<file path="config.mk">
export PLATFORM = sky130hd
export DESIGN_NAME = bus_cmd_master
export DESIGN_NICKNAME = d
export VERILOG_FILES = /design/src/rtl/bus_pkg.sv /design/src/rtl/bus_cmd_tx_seq.sv /design/src/rtl/bus_cmd_master.sv
export SDC_FILE = /design/constraint.sdc
export NUM_CORES = 1
export LEC_CHECK = 0
export ABC_AREA = 1
export BUFFER_PORTS_ARGS = -buffer_cell sky130_fd_sc_hd__buf_4
export CORE_MARGIN = 3
export CORE_UTILIZATION = 35
export DETAILED_ROUTE_END_ITERATION = 7
export GPL_ROUTABILITY_DRIVEN = 0
export PLACE_DENSITY = 0.65
export SYNTH_ARGS = -nofsm -noshare
export SYNTH_HDL_FRONTEND = slang
export SYNTH_SLANG_ARGS = --single-unit
</file>
<file path="constraint.sdc">
create_clock -name i_Bus_Clk -period 1.58 [get_ports i_Bus_Clk]
set_input_delay 0.237 -clock i_Bus_Clk [delete_from_list [all_inputs] [get_ports i_Bus_Clk]]
set_output_delay 0.237 -clock i_Bus_Clk [all_outputs]
set_load 0.01 [all_outputs]
</file>
<file path="src/rtl/bus_pkg.sv">
// rtl/bus_pkg.sv - shared constants and state encoding for the register bus master
package bus_pkg;

    localparam int BUS_DW = 16;

    localparam logic [7:0] CMD_RD     = 8'h52;
    localparam logic [7:0] CMD_WR     = 8'h57;
    localparam logic [7:0] ST_OK      = 8'h00;
    localparam logic [7:0] ST_TIMEOUT = 8'hEE;

    typedef logic [3:0] state_t;

    localparam state_t S_IDLE    = 4'd0;
    localparam state_t S_ADDR_HI = 4'd1;
    localparam state_t S_ADDR_LO = 4'd2;
    localparam state_t S_DATA_HI = 4'd3;
    localparam state_t S_DATA_LO = 4'd4;
    localparam state_t S_BUS_ACC = 4'd5;
    localparam state_t S_RD_WAIT = 4'd6;
    localparam state_t S_TX_STAT = 4'd7;
    localparam state_t S_TX_HI   = 4'd8;
    localparam state_t S_TX_LO   = 4'd9;
    localparam state_t S_TX_WAIT = 4'd10;

    function automatic logic is_opcode(input logic [7:0] b);
        return (b == CMD_RD) || (b == CMD_WR);
    endfunction

endpackage

</file>
<file path="src/rtl/bus_cmd_tx_seq.sv">
// rtl/bus_cmd_tx_seq.sv - serialises status, data hi, data lo onto the host TX link
module bus_cmd_tx_seq
    import bus_pkg::*;
(
    input  logic              i_Bus_Clk,
    input  logic              i_Bus_Rst_L,
    input  logic              start_i,
    input  logic [7:0]        status_i,
    input  logic [BUS_DW-1:0] data_i,
    input  logic              tx_done_i,
    output logic              tx_dv_o,
    output logic [7:0]        tx_byte_o,
    output logic              done_o
);

    state_t            state_q, state_d;
    logic [7:0]        byte_q, byte_d;
    logic [BUS_DW-1:0] data_q, data_d;
    logic [1:0]        idx_q, idx_d;

    // Emit states last exactly one cycle; TX_WAIT holds until the link reports done
    always_comb begin
        state_d = state_q;
        byte_d  = byte_q;
        data_d  = data_q;
        idx_d   = idx_q;
        case (state_q)
            S_IDLE: begin
                if (start_i) begin
                    state_d = S_TX_STAT;
                    byte_d  = status_i;
                    data_d  = data_i;
                end
            end
            S_TX_STAT: begin
                state_d = S_TX_WAIT;
                idx_d   = 2'd0;
            end
            S_TX_HI: begin
                state_d = S_TX_WAIT;
                idx_d   = 2'd1;
            end
            S_TX_LO: begin
                state_d = S_TX_WAIT;
                idx_d   = 2'd2;
            end
            S_TX_WAIT: begin
                if (tx_done_i) begin
                    case (idx_q)
                        2'd0: begin
                            state_d = S_TX_HI;
                            byte_d  = data_q[15:8];
                        end
                        2'd1: begin
                            state_d = S_TX_LO;
                            byte_d  = data_q[7:0];
                        end
                        default: state_d = S_IDLE;
                    endcase
                end
            end
            default: state_d = S_IDLE;
        endcase
    end

    always_ff @(posedge i_Bus_Clk or negedge i_Bus_Rst_L) begin
        if (!i_Bus_Rst_L) begin
            state_q <= S_IDLE;
            byte_q  <= '0;
            data_q  <= '0;
            idx_q   <= '0;
        end else begin
            state_q <= state_d;
            byte_q  <= byte_d;
            data_q  <= data_d;
            idx_q   <= idx_d;
        end
    end

    assign tx_dv_o   = (state_q == S_TX_STAT) || (state_q == S_TX_HI) || (state_q == S_TX_LO);
    assign tx_byte_o = byte_q;
    assign done_o    = (state_q == S_TX_WAIT) && (idx_q == 2'd2) && tx_done_i;

endmodule

</file>
<file path="src/rtl/bus_cmd_master.sv">
// rtl/bus_cmd_master.sv - decodes host byte commands into single register bus transactions
module bus_cmd_master
    import bus_pkg::*;
#(
    parameter int ADDR_WIDTH     = 2,
    parameter int TIMEOUT_CYCLES = 255
) (
    input  logic                  i_Bus_Rst_L,
    input  logic                  i_Bus_Clk,
    input  logic                  i_Rx_DV,
    input  logic [7:0]            i_Rx_Byte,
    output logic                  o_Tx_DV,
    output logic [7:0]            o_Tx_Byte,
    input  logic                  i_Tx_Done,
    output logic                  o_Bus_CS,
    output logic                  o_Bus_Wr_Rd_n,
    output logic [ADDR_WIDTH-1:0] o_Bus_Addr8,
    output logic [BUS_DW-1:0]     o_Bus_Wr_Data,
    input  logic [BUS_DW-1:0]     i_Bus_Rd_Data,
    input  logic                  i_Bus_Rd_DV,
    output logic                  o_Rx_Drop
);

    localparam int CW = $clog2(TIMEOUT_CYCLES + 1);

    state_t                state_q, state_d;
    logic                  wr_q, wr_d;
    logic [ADDR_WIDTH-1:0] addr_q, addr_d;
    logic [BUS_DW-1:0]     wdata_q, wdata_d;
    logic [7:0]            hi_q, hi_d;
    logic [CW-1:0]         cnt_q, cnt_d;
    logic                  drop_q, drop_d;

    logic                  rsp_start;
    logic [7:0]            rsp_status;
    logic [BUS_DW-1:0]     rsp_data;
    logic                  rsp_done;
    logic [BUS_DW-1:0]     rx_word;

    assign rx_word = {hi_q, i_Rx_Byte};

    always_comb begin
        state_d    = state_q;
        wr_d       = wr_q;
        addr_d     = addr_q;
        wdata_d    = wdata_q;
        hi_d       = hi_q;
        cnt_d      = cnt_q;
        drop_d     = 1'b0;
        rsp_start  = 1'b0;
        rsp_status = ST_OK;
        rsp_data   = '0;
        case (state_q)
            S_IDLE: begin
                if (i_Rx_DV && is_opcode(i_Rx_Byte)) begin
                    wr_d    = (i_Rx_Byte == CMD_WR);
                    state_d = S_ADDR_HI;
                end
            end
            S_ADDR_HI: begin
                if (i_Rx_DV) begin
                    hi_d    = i_Rx_Byte;
                    state_d = S_ADDR_LO;
                end
            end
            S_ADDR_LO: begin
                if (i_Rx_DV) begin
                    addr_d  = rx_word[ADDR_WIDTH-1:0];
                    state_d = wr_q ? S_DATA_HI : S_BUS_ACC;
                end
            end
            S_DATA_HI: begin
                if (i_Rx_DV) begin
                    hi_d    = i_Rx_Byte;
                    state_d = S_DATA_LO;
                end
            end
            S_DATA_LO: begin
                if (i_Rx_DV) begin
                    wdata_d = rx_word;
                    state_d = S_BUS_ACC;
                end
            end
            S_BUS_ACC: begin
                drop_d  = i_Rx_DV;
                cnt_d   = CW'(1);
                state_d = wr_q ? S_IDLE : S_RD_WAIT;
            end
            S_RD_WAIT: begin
                drop_d = i_Rx_DV;
                // Read data takes priority over a timeout landing in the same cycle
                if (i_Bus_Rd_DV) begin
                    rsp_start = 1'b1;
                    rsp_data  = i_Bus_Rd_Data;
                    state_d   = S_TX_STAT;
                end else if (cnt_q == CW'(TIMEOUT_CYCLES)) begin
                    rsp_start  = 1'b1;
                    rsp_status = ST_TIMEOUT;
                    state_d    = S_TX_STAT;
                end else begin
                    cnt_d = cnt_q + CW'(1);
                end
            end
            S_TX_STAT: begin
                // Parked here while the serialiser walks its own TX states
                drop_d = i_Rx_DV;
                if (rsp_done) begin
                    state_d = S_IDLE;
                end
            end
            default: state_d = S_IDLE;
        endcase
    end

    always_ff @(posedge i_Bus_Clk or negedge i_Bus_Rst_L) begin
        if (!i_Bus_Rst_L) begin
            state_q <= S_IDLE;
            wr_q    <= 1'b0;
            addr_q  <= '0;
            wdata_q <= '0;
            hi_q    <= '0;
            cnt_q   <= '0;
            drop_q  <= 1'b0;
        end else begin
            state_q <= state_d;
            wr_q    <= wr_d;
            addr_q  <= addr_d;
            wdata_q <= wdata_d;
            hi_q    <= hi_d;
            cnt_q   <= cnt_d;
            drop_q  <= drop_d;
        end
    end

    bus_cmd_tx_seq u_tx_seq (
        .i_Bus_Clk   (i_Bus_Clk),
        .i_Bus_Rst_L (i_Bus_Rst_L),
        .start_i     (rsp_start),
        .status_i    (rsp_status),
        .data_i      (rsp_data),
        .tx_done_i   (i_Tx_Done),
        .tx_dv_o     (o_Tx_DV),
        .tx_byte_o   (o_Tx_Byte),
        .done_o      (rsp_done)
    );

    assign o_Bus_CS      = (state_q == S_BUS_ACC);
    assign o_Bus_Wr_Rd_n = wr_q;
    assign o_Bus_Addr8   = addr_q;
    assign o_Bus_Wr_Data = wdata_q;
    assign o_Rx_Drop     = drop_q;

endmodule

</file>
==> results.cfg, run 1 <==
[status]
status = finished, final reports clean

[global_routing]
grt.total_usage_pct = 14.7
grt_pass1_wl_um = 12900
grt_pass1_vias = 2831
grt_overflow_total = 0
grt_max_degree = 39
antenna_found_initial = 0

[floorplan]
fp.dieW_um = 104
boundaryPins = 59
dieHeight_um = 104
start_util_pct = 37.1
rows = 34
core-area_mm2 = 0.00898
fp.dieArea_mm2 = 0.0107

[detailed_routing]
drtAntennaViolNets = 0
initialDrtViolationCount = 135
wl_um = 7770
first_pass_iters = 4
vias = 2857
vias_per_cell = 4.67
drt-wirelength-per-cell_um = 12.7
drc = 0

[cts]
htreeDepth = 3
cts_tree = yes
clk_path_buf_depth = 2
insertion_delay_ps = 340
clock_sinks = 69
path_clk_slew_ps = 70
cts_root_buf = clkbuf_8
cts_buffers = 9

[logic_synthesis]
synth_edf_count = 0
dominantRegCellSynth = dfrtp_1
yosys.cell_types.count = 32
synth_nets = 429
synthCells = 399
synth-seq-cells = 69
ys_seq_area_share_pct = 51.8
ys_async_sr_fraction_pct = 100
syn_avg_cell_area_um2 = 8.35
synth_area_mm2 = 0.00333
synth_warnings = 0

[power]
netSwitchingFraction_pct = 36.4
comb_power_share_pct = 38.9
internal_power_mw = 4.88
vdd_drop_max_v = 0.000854
power.density_mw_per_mm2 = 1750
leakagePower_nw = 2.29
seq_power_share_pct = 37.3
p_switching_mw = 2.80
clkPwrFrac_pct = 23.8

[setup_path]
startpoint_type = flop
criticalPathCategory = flop to output pin
worstSetupEndpointType = output pin
critPathArrivalTime_ps = 1280
r2r_slack_ps = 80
worstPathRequired_ps = 1340
cp_max_fo = 7

[sta]
fmax_mhz = 659
period_needed_ps = 1520
final_hold_viol_count = 0
drv_slew = 0
fin_worst_skew_ps = 5.94
setup_viol = 0
slew_headroom_pct = 80.5
period_share_pct = 96.1
rsz0062_at_grt = yes
worstMarginPinSlew_ps = 292
setup_tns_ps = 0
fin_ws_ps = 62.1

[flow_run]
maxCapViolCount = 0

[cells_and_area]
multiInputGateArea_mm2 = 0.00141
seqCellArea_mm2 = 0.00173
fillers = 860
drive_gt1_share_pct = 28.4
area_growth_pct = 31.4
fin_area_mm2 = 0.00438
nets = 511
diodes = 0

[place]
place_area_mm2 = 0.00402
post-dp-hpwl_um = 5740
post-place-ws_ps = -13.0
io_buffers = 58

[worst_hold_path]
hold_class = primary input to flop
## layer usage
layer	wire length, µm	up-vias	share of wire, %	track usage (%)
met5	0	-	0	0
met4	118	0	1.5	4.75
met3	456	9	5.9	5.35
met2	3700	55	48	24.1
met1	3500	1341	45	18.2
li1	-	1452	-	-
## cell families after synthesis
group / after synthesis / share of synthesized area [%]
XOR/XNOR: 2 / 0.526
buffers and inverters: 56 / 7.40
adder cells (fa/ha/maj): 1 / 0.375
flip-flops: 69 / 51.8
multiplexers: 8 / 3.15
AND/OR/NAND/NOR: 216 / 29.3
AO/OA/AOI/OAI: 47 / 7.47
## cell usage after synthesis (all sizes together) (2+ instances only)
library cell | instances | area (µm²)
dfrtp | 69 | 1730
nor2 | 32 | 120
nand2 | 121 | 469
buf | 6 | 50.0
inv | 46 | 178
nor3 | 3 | 26.3
xor2 | 2 | 17.5
nand3 | 38 | 220
mux2 | 8 | 105
clkbuf | 4 | 18.8
o21ai | 44 | 228
nand4 | 19 | 119
a21oi | 2 | 13.8
## timing repair
| action | CTS | global route |
|---|---|---|
| hold buffers | 1 | 0 |
| gates resized for setup | 1 | 22 |
| hold endpoints to repair | 47 | 0 |
| pin swaps | 0 | 4 |
| gates cloned | 0 | 0 |
| setup endpoints to repair | 10 | 38 |
| setup buffers | 0 | 3 |
## cells in the final DEF, fill, tap and decap left out, types with 2 or more instances in the layout
master	count
inv_2	5
nand2_1	114
dfrtp_2	3
mux2_2	4
o21ai_2	2
nor3_1	2
nand4_1	19
nand2_4	2
buf_4	78
o21ai_0	34
nand3_2	2
buf_12	2
inv_1	39
o21ai_1	8
nand3_4	3
nand3_1	33
xor2_1	2
mux2_4	4
bufinv_16	3
nand2_2	5
nor2_1	25
nor2_2	7
clkbuf_8	11
dfrtp_1	66
## path summary, 6_finish.rpt
kind                                     startpoint               endpoint  depth (start not counted)
max in group asynchronous               i_Bus_Rst_L             state_q[0]                          3
worst max-delay path                     state_q[0]               o_Bus_CS                          4
worst max register to register             cnt_q[0]  u_tx_seq.tx_byte_o[3]                          8
worst min-delay path              i_Bus_Rd_Data[15]    u_tx_seq.data_q[15]                          3
min in group asynchronous               i_Bus_Rst_L                hi_q[6]                          2
worst min register to register  u_tx_seq.data_q[11]    u_tx_seq.data_q[11]                          2
## layout make-up
type | count | share of cell area (%)
sequential | 69 | 39.5
multi-input combinational | 274 | 32.3
timing repair buffer | 81 | 14.5
inverter | 46 | 4.17
tap | 126 | 3.60
clock buffer | 11 | 3.46
clock inverter | 5 | 2.43
## critical path, stage by stage (launching register included)
cell	delay, ps
dfrtp_2	470
buf_4	160
nand3_1	100
inv_1	60
buf_4	150
## sequential cells by signal, indices dropped and copies added, names as in the netlist
| name | cells |
|---|---|
| u_tx_seq.idx_q | 2 |
| o_Bus_Addr8 | 2 |
| u_tx_seq.tx_byte_o | 8 |
| u_tx_seq.state_q | 4 |
| o_Rx_Drop | 1 |
| cnt_q | 8 |
| hi_q | 8 |
| state_q | 3 |
| u_tx_seq.data_q | 16 |
| o_Bus_Wr_Data | 16 |
| o_Bus_Wr_Rd_n | 1 |
## power by group through the flow
stage / clock, mW / combinational, mW / sequential, mW
CTS: 1.86 / 2.90 / 2.85
global placement: 0 / 2.79 / 2.85
detailed placement: 0 / 2.89 / 2.86
finish: 1.83 / 2.99 / 2.86
floorplan: 0 / 1.79 / 2.85
global route: 1.94 / 3.37 / 2.95
## per-stage QoR
step | instances | utilization (%) | hold slack, ps | power, mW
3_3_place_gp | 592 | 44.8 | 74.7 | 5.64
4_1_cts | 609 | 47.8 | 104 | 7.60
6_report | 612 | 48.8 | 122 | 7.68
2_1_floorplan | 399 | - | -58.6 | 4.64
5_1_grt | 612 | 48.8 | 119 | 8.26
3_5_place_dp | 592 | 44.8 | 76.0 | 5.75
No activity file was read; power rests on OpenSTA's default activity.
==> run 2, diff against run 1 <==
--- a/config.mk
+++ b/config.mk
@@ -5,13 +5,12 @@
 export SDC_FILE = /design/constraint.sdc
 export NUM_CORES = 1
 export LEC_CHECK = 0
-export ABC_AREA = 1
 export BUFFER_PORTS_ARGS = -buffer_cell sky130_fd_sc_hd__buf_4
 export CORE_MARGIN = 3
 export CORE_UTILIZATION = 35
 export DETAILED_ROUTE_END_ITERATION = 7
 export GPL_ROUTABILITY_DRIVEN = 0
-export PLACE_DENSITY = 0.65
+export PLACE_DENSITY = 0.66
 export SYNTH_ARGS = -nofsm -noshare
 export SYNTH_HDL_FRONTEND = slang
 export SYNTH_SLANG_ARGS = --single-unit
==> results.cfg, run 2 <==
[status]
status = complete, but fails checks
violations = setup timing

[setup_path]
slowest_delay_ps = 600
r2r_slack_ps = -270
critPathLaunch = u_tx_seq.state_q[3]
worstSetupEndpointType = flop
startpoint_type = flop
r2r_start = u_tx_seq.state_q[3]
cp_max_fo = 8
critPathArrivalTime_ps = 2080
cp_slowest_cell = or4_4
critPathBufInv = 1
r2r_cells = 5
criticalPathCategory = flop to flop
path_cells = or4_4 -> a41oi_4 -> nor2_4 -> buf_12 -> mux2_4
r2r-end = u_tx_seq.tx_byte_o[5]
cpLargestDelayFamily = simple AND/OR/NAND/NOR gates
worstPathRequired_ps = 1800

[cells_and_area]
diodes = 0
finalNonFillerCells = 503
drive_gt1_share_pct = 53.3
fin_area_mm2 = 0.00477
area_growth_pct = 53.3
final_cell_mix = buf_4, dfrtp_1, nand2_1, mux2_4, a22o_1
nets = 423
final_common_cell = buf_4
fillers = 685

[detailed_routing]
wl_um = 8100
drtAntennaViolNets = 0
first_pass_iters = 4
initialDrtViolationCount = 94
vias = 2569
drc = 0
drt-wirelength-per-cell_um = 16.1
vias_per_cell = 5.11

[global_routing]
grt.total_usage_pct = 16.0
grt_max_degree = 37
grt_pass1_vias = 2620
antenna_found_initial = 0
grt_overflow_total = 0
grt_pass1_wl_um = 12800

[power]
leakagePower_nw = 2.25
power.density_mw_per_mm2 = 1890
vdd_drop_max_v = 0.000952

[worst_hold_path]
hold_depth = 2
min_to = u_tx_seq.data_q[1]
min-delay-start = i_Bus_Rd_Data[1]
hold_class = primary input to flop

[cts]
clock_sinks = 69
clk_path_buf_depth = 2
cts_root_buf = clkbuf_8
path_clk_slew_ps = 70
insertion_delay_ps = 340
cts_tree = yes
cts_buffers = 9
htreeDepth = 3

[place]
post-dp-hpwl_um = 5160
place_area_mm2 = 0.00401
post-place-ws_ps = -299
io_buffers = 58
place_inst = 461

[sta]
final_hold_viol_count = 0
setup_viol = 36
slew_headroom_pct = 68.3
worstMarginPinSlew_ps = 475
rsz0062_at_grt = yes
holdWs_ps = 112
fin_ws_ps = -274
fmax_mhz = 539
period_share_pct = 117
fin_worst_skew_ps = 5.50
period_needed_ps = 1850
drv_slew = 0

[floorplan]
rows = 33
start_util_pct = 37.0
dieHeight_um = 100
boundaryPins = 59
fp.dieW_um = 100
core-area_mm2 = 0.00842
fp.dieArea_mm2 = 0.0101

[logic_synthesis]
ys_async_sr_fraction_pct = 100
yosys.cell_types.count = 48
syn_avg_cell_area_um2 = 11.9
dominantRegCellSynth = dfrtp_1
synthCells = 262
synth_nets = 292
yosysTopAreaCell = dfrtp_1
synth_top_area_share_pct = 55.5
ys_seq_area_share_pct = 55.5
yosysMostFrequentCell = dfrtp_1
synthTopCellsByArea = dfrtp_1, mux2_2, a22o_1, nand2_1, xor2_1
synth-seq-cells = 69
synth_edf_count = 0
synth_warnings = 0
synth_commonest_cells = dfrtp_1, mux2_2, nand2_1
synth_area_mm2 = 0.00311

[flow_run]
maxCapViolCount = 0
## run 2: how the worst max path moves through the flow
stage	end	depth (start not counted)
2_1_floorplan	u_tx_seq.tx_byte_o[0]	5
3_3_place_gp	u_tx_seq.tx_byte_o[1]	5
3_5_place_dp	u_tx_seq.tx_byte_o[3]	5
4_1_cts	u_tx_seq.tx_byte_o[3]	5
5_1_grt	u_tx_seq.tx_byte_o[6]	5
6_report	u_tx_seq.tx_byte_o[5]	5
## run 2: layout make-up
class | count | area [µm²] | share of cell area [%]
clock buffer | 12 | 145 | 3.04
clock inverter | 4 | 47.5 | 0.997
inverter | 8 | 32.5 | 0.682
multi-input combinational | 176 | 1600 | 33.5
sequential | 69 | 1730 | 36.2
tap | 105 | 131 | 2.75
timing repair buffer | 129 | 1090 | 22.8
## run 2: routing by layer
layer	vias up	wire (µm)	track usage, %
met1	1263	3560	21.2
li1	1219	-	-
met3	13	577	5.98
met2	74	3830	24.3
met4	0	129	5.39
met5	-	0	0
## run 2: repair_timing
| action | in CTS | in global routing |
|---|---|---|
| endpoints found under the hold margin | 34 | 0 |
| buffers inserted | 15 | 10 |
| gates resized for setup | 37 | 47 |
| cloned | 2 | 2 |
| hold buffers | 1 | 0 |
| pin swaps | 16 | 15 |
| endpoints found under the setup margin | 31 | 54 |
## run 2: cell families after synthesis
family          count (synthesis)  synth area share, %
flops                          69                 55.5
buf+inv                        19                 2.93
compound gates                 52                 12.2
xor+xnor                        7                 1.97
simple gates                   78                 14.1
fa+ha+maj                       1                0.402
mux                            36                 12.9
## run 2: metrics by stage
step	setup TNS [ps]	util (%)	power [mW]
floorplan	-4400	-	4.78
global placement	-5900	47.6	6.13
detailed placement	-6320	47.6	6.20
CTS	-5100	53.4	8.35
global route	-8200	56.6	9.54
finish	-5410	56.6	9.01
## run 2: power by group
group / total, mW / internal, mW / switching, mW
sequential: 2.91 / 2.46 / 0.449
combinational: 4.68 / 2.68 / 2.00
clock: 1.41 / 0.768 / 0.642
total: 9.01 / 5.92 / 3.09
==> run 3, diff against run 2 <==
--- a/config.mk
+++ b/config.mk
@@ -6,6 +6,7 @@
 export NUM_CORES = 1
 export LEC_CHECK = 0
 export BUFFER_PORTS_ARGS = -buffer_cell sky130_fd_sc_hd__buf_4
+export CORE_ASPECT_RATIO = 0.9
 export CORE_MARGIN = 3
 export CORE_UTILIZATION = 35
 export DETAILED_ROUTE_END_ITERATION = 7
==> results.cfg, run 3 (same netlist as run 2, synthesis figures left out) <==
[status]
status = complete, but fails checks
violations = setup timing

[floorplan]
fp.dieArea_mm2 = 0.0101
start_util_pct = 37.3
dieHeight_um = 95.5
fp.dieW_um = 105
boundaryPins = 59
core-area_mm2 = 0.00834
rows = 31

[sta]
drv_slew = 0
fin_ws_ps = -285
slew_headroom_pct = 74.7
fmax_mhz = 536
rsz0062_at_grt = yes
setup_viol = 28
period_share_pct = 118
worstMarginPinSlew_ps = 379
fin_worst_skew_ps = 10.0
period_needed_ps = 1870
final_hold_viol_count = 0
holdWs_ps = 106
setup_tns_ps = -5770

[cts]
cts_tree = yes
clock_sinks = 69
clk_path_buf_depth = 2
cts_root_buf = clkbuf_8
insertion_delay_ps = 340
htreeDepth = 3
path_clk_slew_ps = 80
cts_buffers = 9

[setup_path]
cpLargestDelayFamily = simple AND/OR/NAND/NOR gates
cp_max_fo = 8
criticalPathCategory = flop to flop
cp_slowest_cell = or4_4
worstSetupEndpointType = flop
path_cells = or4_4 -> a41oi_4 -> nor2_4 -> buf_12 -> mux2_4
critPathBufInv = 1
startpoint_type = flop
cp.depth = 5
r2r_cells = 5
critPathArrivalTime_ps = 2100
slowest_delay_ps = 600
worstPathRequired_ps = 1810

[place]
place_area_mm2 = 0.00405
post-dp-hpwl_um = 5170
place_inst = 475
post-place-ws_ps = -310
io_buffers = 58

[global_routing]
grt.total_usage_pct = 15.2
grt_overflow_total = 0
grt_pass1_wl_um = 12300
grt_pass1_vias = 2504
antenna_found_initial = 0
grt_max_degree = 27

[cells_and_area]
area_growth_pct = 48.1
finalNonFillerCells = 498
drive_gt1_share_pct = 51.2
final_cell_mix = buf_4, dfrtp_1, mux2_2, nand2_1, a22o_1
nets = 408
final_common_cell = buf_4
fin_area_mm2 = 0.00461
diodes = 0
finish.utilization_pct = 55.3
fillers = 704

[detailed_routing]
drtAntennaViolNets = 0
initialDrtViolationCount = 81
drc = 0
wl_um = 7350
vias_per_cell = 4.96
vias = 2470
drt-wirelength-per-cell_um = 14.7
first_pass_iters = 4

[power]
power.density_mw_per_mm2 = 1910
vdd_drop_max_v = 0.00130
total_power_mw = 8.82
leakagePower_nw = 2.17

[flow_run]
maxCapViolCount = 0

[worst_hold_path]
hold_class = primary input to flop
hold_depth = 2
==> run 3: cell count changes in the layout (fill, tap and decap cells not counted), moves of 3 or more <==
cell       delta
bufinv_16     +3
mux2_2       +14
mux2_4       -14
buf_4         -5
buf_6         -5
==> run 3: routing by layer <==
metal	part of all wire (%)	track usage, %	routed length, µm
met5	0	0	0
met4	0.53	3.17	39
met3	6.3	5.42	466
met2	46	23.8	3410
met1	47	20.5	3430
==> run 3: path summary, 6_finish.rpt <==
kind                                     startpoint  slack, ps                     to
worst max-delay path            u_tx_seq.state_q[3]       -290  u_tx_seq.tx_byte_o[5]
worst min-delay path              i_Bus_Rd_Data[12]        110    u_tx_seq.data_q[12]
worst max register to register  u_tx_seq.state_q[3]       -290  u_tx_seq.tx_byte_o[5]
worst min register to register              hi_q[0]        500       o_Bus_Wr_Data[8]
max in group asynchronous               i_Bus_Rst_L        820          o_Bus_Wr_Rd_n
min in group asynchronous               i_Bus_Rst_L        300      o_Bus_Wr_Data[13]
==> run 3: cell type report <==
cell class,instances,area (µm²),share of cell area [%]
clock buffer,9,124,2.69
clock inverter,7,146,3.18
inverter,8,30.0,0.651
multi-input combinational,174,1480,32.1
sequential,69,1730,37.5
tap,115,144,3.12
timing repair buffer,116,957,20.8
==> run 3: report_power, final <==
group          internal (mW)  switching, mW  total (mW)
clock                   1.22          0.721        1.94
combinational           2.21           1.75        3.96
sequential              2.46          0.453        2.91
total                   5.89           2.92        8.82
==> run 3: repair_timing <==
| action | CTS | global route |
|---|---|---|
| pin swaps | 9 | 8 |
| endpoints found under the hold margin | 15 | 0 |
| buffers inserted | 3 | 4 |
| setup endpoints to repair | 31 | 54 |
| gates cloned | 0 | 0 |
| resized for setup | 29 | 19 |
| hold buffers | 1 | 0 |
